`config.mk`:
```
export PLATFORM = sky130hd
export DESIGN_NAME = ahbl_sram_slave
export DESIGN_NICKNAME = d
export VERILOG_FILES = /design/src/rtl/ahbl_pkg.sv /design/src/rtl/ahbl_wbuf.sv /design/src/rtl/ahbl_sram_slave.sv
export SDC_FILE = /design/constraint.sdc
export NUM_CORES = 1
export LEC_CHECK = 0
export ABC_AREA = 0
export ABC_CLOCK_PERIOD_IN_PS = 2510
export CORE_UTILIZATION = 35
export DETAILED_ROUTE_END_ITERATION = 7
export GPL_TIMING_DRIVEN = 0
export PLACE_DENSITY = 0.85
export SYNTH_ARGS = -nofsm -noshare
export SYNTH_HDL_FRONTEND = slang
export SYNTH_SLANG_ARGS = --single-unit
```
`constraint.sdc`:
```
create_clock -name HCLK -period 2.51 [get_ports HCLK]
set_clock_uncertainty 0.1 [all_clocks]
set_input_delay 0.502 -clock HCLK [delete_from_list [all_inputs] [get_ports HCLK]]
set_output_delay 0.502 -clock HCLK [all_outputs]
set_load 0.05 [all_outputs]
```
`src/rtl/ahbl_pkg.sv`:
```
// Shared AHB-Lite encodings, the slave FSM state type and byte-enable decode
// used by ahbl_sram_slave and its write buffer.
package ahbl_pkg;

    localparam logic [1:0] HTRANS_IDLE   = 2'd0;
    localparam logic [1:0] HTRANS_BUSY   = 2'd1;
    localparam logic [1:0] HTRANS_NONSEQ = 2'd2;
    localparam logic [1:0] HTRANS_SEQ    = 2'd3;

    localparam logic [2:0] HSIZE_BYTE = 3'd0;
    localparam logic [2:0] HSIZE_HALF = 3'd1;
    localparam logic [2:0] HSIZE_WORD = 3'd2;

    localparam logic HRESP_OKAY  = 1'b0;
    localparam logic HRESP_ERROR = 1'b1;

    typedef enum logic [2:0] {
        ST_IDLE  = 3'd0,
        ST_DATA  = 3'd1,
        ST_STALL = 3'd2,
        ST_ERR1  = 3'd3,
        ST_ERR2  = 3'd4
    } ahbl_state_e;

    // Sizes above word are treated as a full word.
    function automatic logic [3:0] be_decode(input logic [2:0] hsize, input logic [1:0] addr_lo);
        logic [3:0] be;
        case (hsize)
            HSIZE_BYTE: be = 4'b0001 << addr_lo;
            HSIZE_HALF: be = 4'b0011 << {addr_lo[1], 1'b0};
            default:    be = 4'b1111;
        endcase
        return be;
    endfunction

endpackage

```
`src/rtl/ahbl_wbuf.sv`:
```
// One-entry posted write buffer: holds {addr, BE, data}, requests a drain while
// valid, and merges its bytes over SRAM read data for a matching word.
module ahbl_wbuf
    import ahbl_pkg::*;
#(
    parameter int AW = 12
) (
    input  logic          clk,
    input  logic          srst,
    input  logic          load,
    input  logic [AW-1:0] load_addr,
    input  logic [3:0]    load_be,
    input  logic [31:0]   load_data,
    input  logic          drain_ack,
    output logic          drain_req,
    output logic [AW-1:0] wb_addr,
    output logic [3:0]    wb_be,
    output logic [31:0]   wb_data,
    input  logic [AW-1:0] fwd_addr,
    input  logic [31:0]   fwd_rdata,
    output logic [31:0]   fwd_data
);

    logic          wb_valid_reg;
    logic [AW-1:0] wb_addr_reg;
    logic [3:0]    wb_be_reg;
    logic [31:0]   wb_data_reg;
    logic          fwd_match;

    // A load on the same edge as a drain keeps the buffer occupied.
    always_ff @(posedge clk) begin
        if (srst) begin
            wb_valid_reg <= 1'b0;
        end else if (load) begin
            wb_valid_reg <= 1'b1;
        end else if (drain_ack) begin
            wb_valid_reg <= 1'b0;
        end
        if (load) begin
            wb_addr_reg <= load_addr;
            wb_be_reg   <= load_be;
            wb_data_reg <= load_data;
        end
    end

    assign drain_req = wb_valid_reg;
    assign wb_addr   = wb_addr_reg;
    assign wb_be     = wb_be_reg;
    assign wb_data   = wb_data_reg;
    assign fwd_match = wb_valid_reg && (wb_addr_reg == fwd_addr);

    generate
        for (genvar gi = 0; gi < 4; gi++) begin : g_lane
            assign fwd_data[8*gi +: 8] = (fwd_match && wb_be_reg[gi]) ? wb_data_reg[8*gi +: 8]
                                                                     : fwd_rdata[8*gi +: 8];
        end
    endgenerate

endmodule

```
`src/rtl/ahbl_sram_slave.sv`:
```
// AHB-Lite slave in front of a 1-cycle synchronous SRAM with a posted write buffer.
// Define AHBL_SRAM_RANGE_CHECK_EN to answer out-of-range transfers with an ERROR.
module ahbl_sram_slave
    import ahbl_pkg::*;
#(
    parameter int DEPTH = 3072,
    parameter int AW    = 12
) (
    input  logic          HCLK,
    input  logic          HRESET,
    input  logic          HSEL,
    input  logic [31:0]   HADDR,
    input  logic [1:0]    HTRANS,
    input  logic          HWRITE,
    input  logic [2:0]    HSIZE,
    input  logic [31:0]   HWDATA,
    input  logic          HREADY,
    output logic          HREADYOUT,
    output logic          HRESP,
    output logic [31:0]   HRDATA,
    output logic          SRAMCS,
    output logic [3:0]    SRAMWEN,
    output logic [AW-1:0] SRAMADDR,
    output logic [31:0]   SRAMWDATA,
    input  logic [31:0]   SRAMRDATA
);

    ahbl_state_e   state_reg, state_next;
    logic          dp_write_reg, dp_in_range_reg;
    logic [AW-1:0] dp_addr_reg;
    logic [3:0]    dp_be_reg;

    logic [AW-1:0] haddr_word;
    logic          haddr_in_range, addr_accept, range_err, read_issue;
    logic          conflict, wb_load, drain_req, drain_ack;
    logic [AW-1:0] wb_addr;
    logic [3:0]    wb_be;
    logic [31:0]   fwd_data;
    logic          unused_bits;

    assign unused_bits    = ^{HADDR[31:AW+2], HTRANS[0]};
    assign haddr_word     = HADDR[AW+1:2];
    assign haddr_in_range = {1'b0, haddr_word} < (AW+1)'(DEPTH);
    assign addr_accept    = HSEL & HREADY & HTRANS[1] & ~HRESET;
    assign read_issue     = addr_accept & ~HWRITE & haddr_in_range;

`ifdef AHBL_SRAM_RANGE_CHECK_EN
    assign range_err = addr_accept & ~haddr_in_range;
`else
    assign range_err = 1'b0;
`endif

    // Uses the raw address-phase request, not HREADY, since HREADY reflects our own HREADYOUT here.
    assign conflict = (state_reg == ST_DATA) & dp_write_reg & dp_in_range_reg & drain_req
                    & HSEL & HTRANS[1] & ~HWRITE & haddr_in_range & ~HRESET;
    assign wb_load  = ~HRESET & dp_write_reg & dp_in_range_reg
                    & (((state_reg == ST_DATA) & ~conflict) | (state_reg == ST_STALL));
    assign drain_ack = drain_req & ~read_issue & ~HRESET;

    always_ff @(posedge HCLK) begin
        if (HRESET) begin
            state_reg       <= ST_IDLE;
            dp_write_reg    <= 1'b0;
            dp_in_range_reg <= 1'b0;
            dp_addr_reg     <= '0;
            dp_be_reg       <= '0;
        end else begin
            state_reg <= state_next;
            if (addr_accept) begin
                dp_write_reg    <= HWRITE;
                dp_in_range_reg <= haddr_in_range;
                dp_addr_reg     <= haddr_word;
                dp_be_reg       <= be_decode(HSIZE, HADDR[1:0]);
            end
        end
    end

    always_comb begin
        state_next = state_reg;
        case (state_reg)
            ST_ERR1: state_next = ST_ERR2;
            default: begin
                if (conflict)         state_next = ST_STALL;
                else if (range_err)   state_next = ST_ERR1;
                else if (addr_accept) state_next = ST_DATA;
                else                  state_next = ST_IDLE;
            end
        endcase
    end

    always_comb begin
        HREADYOUT = 1'b1;
        HRESP     = HRESP_OKAY;
        HRDATA    = '0;
        case (state_reg)
            ST_DATA: begin
                if (conflict) HREADYOUT = 1'b0;
                if (!dp_write_reg && dp_in_range_reg) HRDATA = fwd_data;
            end
            ST_ERR1: begin
                HREADYOUT = 1'b0;
                HRESP     = HRESP_ERROR;
            end
            ST_ERR2: HRESP = HRESP_ERROR;
            default: ;
        endcase
        // Reads own the SRAM port; the buffer drains in any other cycle.
        SRAMCS   = 1'b0;
        SRAMWEN  = 4'b0000;
        SRAMADDR = wb_addr;
        if (read_issue) begin
            SRAMCS   = 1'b1;
            SRAMADDR = haddr_word;
        end else if (drain_ack) begin
            SRAMCS  = 1'b1;
            SRAMWEN = wb_be;
        end
    end

    ahbl_wbuf #(.AW(AW)) u_wbuf (
        .clk       (HCLK),
        .srst      (HRESET),
        .load      (wb_load),
        .load_addr (dp_addr_reg),
        .load_be   (dp_be_reg),
        .load_data (HWDATA),
        .drain_ack (drain_ack),
        .drain_req (drain_req),
        .wb_addr   (wb_addr),
        .wb_be     (wb_be),
        .wb_data   (SRAMWDATA),
        .fwd_addr  (dp_addr_reg),
        .fwd_rdata (SRAMRDATA),
        .fwd_data  (fwd_data)
    );

endmodule
```
After elaboration in Yosys (flattened, before gate mapping)
Cells that the tools add are included.
- eq/ne operators: 6
- shift operators: 2
- mux-type cells: 20
- reductions and logical operators: 12
- order comparisons: 1
- bitwise logic cells: 24
- operator list (kind ; count):
    $mux W32 ; 2
    $mux W8 ; 4
    $and A1 B1 Y1 ; 19
    $eq A12 B12 Y1 ; 1
    $lt A12 B12 Y1 const B ; 1
    $mux W12 ; 1
    $mux W4 ; 2
    $pmux W4 S2 ; 1
    $mux W1 ; 7
    $eq A3 B1 Y1 const B ; 2
    $eq A3 B2 Y1 const B ; 2
    $logic_and A1 B1 Y1 ; 6
    $not A1 Y1 ; 4
    $reduce_or A2 Y1 ; 2
    $shl A1 B2 Y4 const A ; 1
    $shl A2 B2 Y4 const A ; 1
    $eq A3 B3 Y1 const B ; 1
    $logic_not A3 Y1 ; 1
    $mux W3 ; 1
    $reduce_or A3 Y1 ; 1
    $mux W2 ; 1
    $pmux W1 S2 ; 1
    $reduce_bool A2 Y1 ; 1
    $logic_not A1 Y1 ; 1
    $or A1 B1 Y1 ; 1
- bits of input ports: 106
- word-level logic and storage cells: 76
- register bits after elaboration: 70
- output and inout bits: 83

Longest topological paths before layout
- depth in word-level cells: 14
- gate-level depth with buffers: 6
- mapped depth without buffers: 4

By module
A second synthesis with hierarchy kept.
- cells, all modules: 275
- area, all modules: 3359.5 um2
- by module, submodules not included (module ; area each (um2) ; seq. area each (um2) ; instances ; cells each):
    ahbl_wbuf ; 2052.0 ; 1461.4 ; 1 ; 112
    ahbl_sram_slave ; 1307.5 ; 420.4 ; 1 ; 163

Worst setup path after synthesis
No wires, ideal clock.
- kind: register to output
- start point: reg u_wbuf.wb_addr_reg[10] (netlist: u_wbuf.wb_addr[10])
- end point: out HRDATA[0]
- data required time: 1908 ps
- arrival: 2312 ps
- setup slack: -404 ps
- stages on the path, launching flop included: 5
- buffers on the path: 0
- cells stage by stage: edfxtp_1 xnor2_2 nand4_4 nor4_4 mux2i_1
- word-level cells in the longest chain between the ends: 6
- ends and longest elaborated chain (item ; line ; source):
    start, declared ; ahbl_wbuf.sv:25 ; logic [AW-1:0] wb_addr_reg;
    start signal, assigned ; ahbl_wbuf.sv:40 ; wb_addr_reg <= load_addr;
    $eq A12 B12 Y1 ; ahbl_wbuf.sv:50 ; assign fwd_match = wb_valid_reg && (wb_addr_reg == fwd_addr);
    $logic_and A1 B1 Y1 ; ahbl_wbuf.sv:50 ;
    $logic_and A1 B1 Y1 ; ahbl_wbuf.sv:54 ; assign fwd_data[8*gi +: 8] = (fwd_match && wb_be_reg[gi]) ? wb_data_reg[8*gi +: 8]
    $mux W8 ; ahbl_wbuf.sv:54 ;
    $mux W32 ; ahbl_sram_slave.sv:98 ; if (!dp_write_reg && dp_in_range_reg) HRDATA = fwd_data;
    $mux W32 ; ahbl_sram_slave.sv:95 ; case (state_reg)
    end, declared ; ahbl_sram_slave.sv:20 ; output logic [31:0] HRDATA,
Every way passes these cells.

Final worst setup path
- start point: reg u_wbuf.wb_addr_reg[0] (netlist: u_wbuf.wb_addr[0])
- end point: out HRDATA[17]
Same word-level chain as after synthesis.

==> results.md <==
* Status: finished, violations left
* Failing checks: setup timing
* Reg2reg setup slack at 390 ps
* Fin nets at 613
* First-pass GRT wire length at 15,000 µm
* Synthesized cell area at 0.00349 mm²
* Largest net degree at the start of global routing at slightly below 50
* Max Fclk at 355 MHz
* Final HPWL from detailed placement at 7540 µm
* Final Core Density at ~62%
* Vias per cell at around 4.8
* First-pass DRT Iterations at 4
* Vias in the first global route at 3,001
* Post-synth cell types at 39
* Pre-CTS WS at -1230 ps
* PwrDens at between 400 and 500 mW/mm²
* Via count at 3,083
* Pins Over Slew Limit at 0
* GPL Wtd Cong at 0.868
* CTS max path bufs at 2
* Seq/Total Area, Yosys at a little over half
* Synth Instances at 311
* Mux share of post-synthesis cell area at 13.1%
* CP Buf/Inv Count at 2
* Antenna violations before repair at 0
* Antenna diodes at 0
* CTS tree: yes
* Post-synthesis compound-gate area fraction at 4.81%
* Clock sink count at 70
* Max_slew headroom at 55.0%
* Peak supply drop at 249 µV
* Synth area leader: edfxtp_1
* Placed cells at 613
* Syn nets at between 400 and 500
* Worst-Margin Slew at 675 ps
* Post-Synth Adder-Cell Area at 0%
* Synth top area cells: edfxtp_1 41%, dfxtp_1 13%, nand2_1 10%, mux2i_1 9.2%, xnor2_2 3.3%
* Max FFs per register at 32
* Sw frac at 21.9%
* CP max FO at 7
* Detail Route Antenna Nets at 0
* Final hold vios at 0
* Seq. cell area at 0.00188 mm²
* Unrepaired setup endpoints after global routing: true
* Post-Synth XOR/XNOR Area at 4.52%
* Avg WL per Cell at 16.0 µm
* IO buf count at 169
* Most frequent cells in the layout: 111 x clkdlybuf4s50_1, 93 x nand2_1, 48 x edfxtp_1
* H-tree depth at 3
* Reg clk slew, reported paths at 80 ps
* Syn. warnings at 0
* Syn_area_per_cell at 11.2 µm²
* CP delay by family, top: simple AND/OR/NAND/NOR gates
* Drt initial violations at 93
* Top-area cell type share of the netlist area at 41.3%
* Startpoint types: flop
* Worst-Skew Late Latency at 340 ps
* Number of synthesized register bits at 70
* FILL cells at between 700 and 800
* Congestion Overflow GR at 0
* HP Class: in -> reg
* WL final at between 10,000 and 15,000 µm
* CORE AREA at approximately 0.01 mm²
* CTS Root Cell: clkbuf_8
* Clock Power Share at 39.2%
* Row Count at 36
* Minimum clock period at 2820 ps
* Die width at 102 µm
* Area post-placement at approximately 0.0055 mm²
* Worst path cell trace: xnor2_2, nand3_4, nor4_4, buf_12, mux2i_2, buf_6
* Area of the multi-input gates at 0.00177 mm²
* Max-cap violations at 0
* Ports at ~190
* Layout cells sized above 1 at 31.6%
* TritonCTS Buffers at 9
* CP Capture Type: output pin
* Commonest non-fill, non-tap cell in the layout: clkdlybuf4s50_1
* Crit-path max cell delay at between 400 and 500 ps
* Period utilisation layout at 112%
* Die Ht at a little over 100 µm
* CP max stage cell: edfxtp_1
* DRC viols at 0
* GRT Util Overall at roughly a fifth
* Final number of setup-violating endpoints at 32
* Worst path required time at about 1900 ps
* Largest family of logic cells by synthesized area: simple AND/OR/NAND/NOR gates
* Switching pwr at 0.000536 W
* Comb pwr share at between 9 and 10%
* Synth-to-Final Area Change at 73.2%
* Final Non-Filler Cells at 645
* Die area at 0.0104 mm²
* Pint at 0.00192 W
* Worst setup margin at -310 ps
* Critical path arrival at 2220 ps
* Register share of total power at 51.0%
* Total Power at 0.00245 W
* Synth Area in Simple Gates at 21.7%
* Leakage at 2.22 nW
* Final Cell Area at 0.00604 mm²
* CP Class: reg -> out
* Initial Util at 35.9%
## what timing repair did
item	4_1_cts	5_1_grt
buffers inserted	9	8
gates cloned	1	0
endpoints found under the setup margin	99	98
resized for setup	349	23
hold buffers	0	0
pin swaps	7	4
## per-stage QoR
step           hold slack [ps]  setup TNS (ps)
5_1_grt                    307          -12110
3_3_place_gp               318          -74950
3_5_place_dp               314          -78780
2_1_floorplan              309           -9630
6_report                   313           -8850
4_1_cts                    314           -9920
## worst register-to-register path: stages, from the launching register on
cell,delay (ps)
dfxtp_1,370
and3b_1,210
and3_1,190
o21ai_0,220
and2_4,610
## Yosys cell counts
cell type	n
buf_1	4
mux2_2	4
nand3_2	1
nand2b_1	6
nand2b_4	1
a211oi_1	3
a41oi_1	1
nor4_1	1
nor2b_1	2
o22a_1	2
or2_2	1
or3_1	1
nand3_1	4
mux2_4	6
buf_6	1
nor4_4	4
nand2_1	94
clkbuf_1	6
mux2i_1	32
nor4b_1	1
and2_1	2
o21ai_0	2
edfxtp_1	48
xnor2_1	5
xnor2_2	7
nor3b_1	3
o21bai_1	1
buf_2	4
a22o_1	1
and3b_1	1
nand4_4	2
dfxtp_1	22
nor2_1	11
and3_1	6
nand3_4	1
nor3_1	3
a21oi_1	15
a21bo_2	1
o21a_1	1
## final timing paths
| check | startpoint | end | cells after the start |
|---|---|---|---|
| hold reg to reg | dp_be_reg[1] | u_wbuf.wb_be[1] | 0 |
| setup reg to reg | u_wbuf.drain_req | u_wbuf.wb_data[24] | 4 |
| hold / removal | HWRITE | dp_write_reg | 3 |
| setup / recovery | u_wbuf.wb_addr[0] | HRDATA[17] | 6 |
## per-layer routing
layer | vias up | wire length [µm] | GRT usage [%]
met2 | 139 | 5520 | 37.6
met5 | - | 0 | 0
li1 | 1485 | - | -
met1 | 1448 | 3830 | 20.5
met4 | 0 | 133 | 8.13
met3 | 11 | 813 | 4.38
## logic make-up (layout without fill, tap and decap cells)
| family | after synthesis | after routing |
|---|---|---|
| buffers and inverters | 15 | 216 |
| multiplexers | 42 | 42 |
| AO/OA/AOI/OAI | 27 | 27 |
| flip-flops | 70 | 70 |
| XOR/XNOR | 12 | 12 |
| AND/OR/NAND/NOR | 145 | 145 |
## power by group through the flow
stage / registers [W] / logic (W) / clock network [W]
5_1_grt: 0.00125 / 0.000257 / 0.00104
6_report: 0.00125 / 0.000241 / 0.000963
2_1_floorplan: 0.00127 / 0.0000666 / 0
3_5_place_dp: 0.00128 / 0.000229 / 0
4_1_cts: 0.00125 / 0.000238 / 0.000993
3_3_place_gp: 0.00127 / 0.000223 / 0
## layout make-up
class / instances / share of cell area [%]
clock buffer: 10 / 2.46
timing repair buffer: 186 / 31.7
sequential: 70 / 31.2
buffer: 14 / 1.53
multi-input combinational: 226 / 29.3
clock inverter: 6 / 1.08
tap: 133 / 2.75
Power figures use the tool's default switching activity.
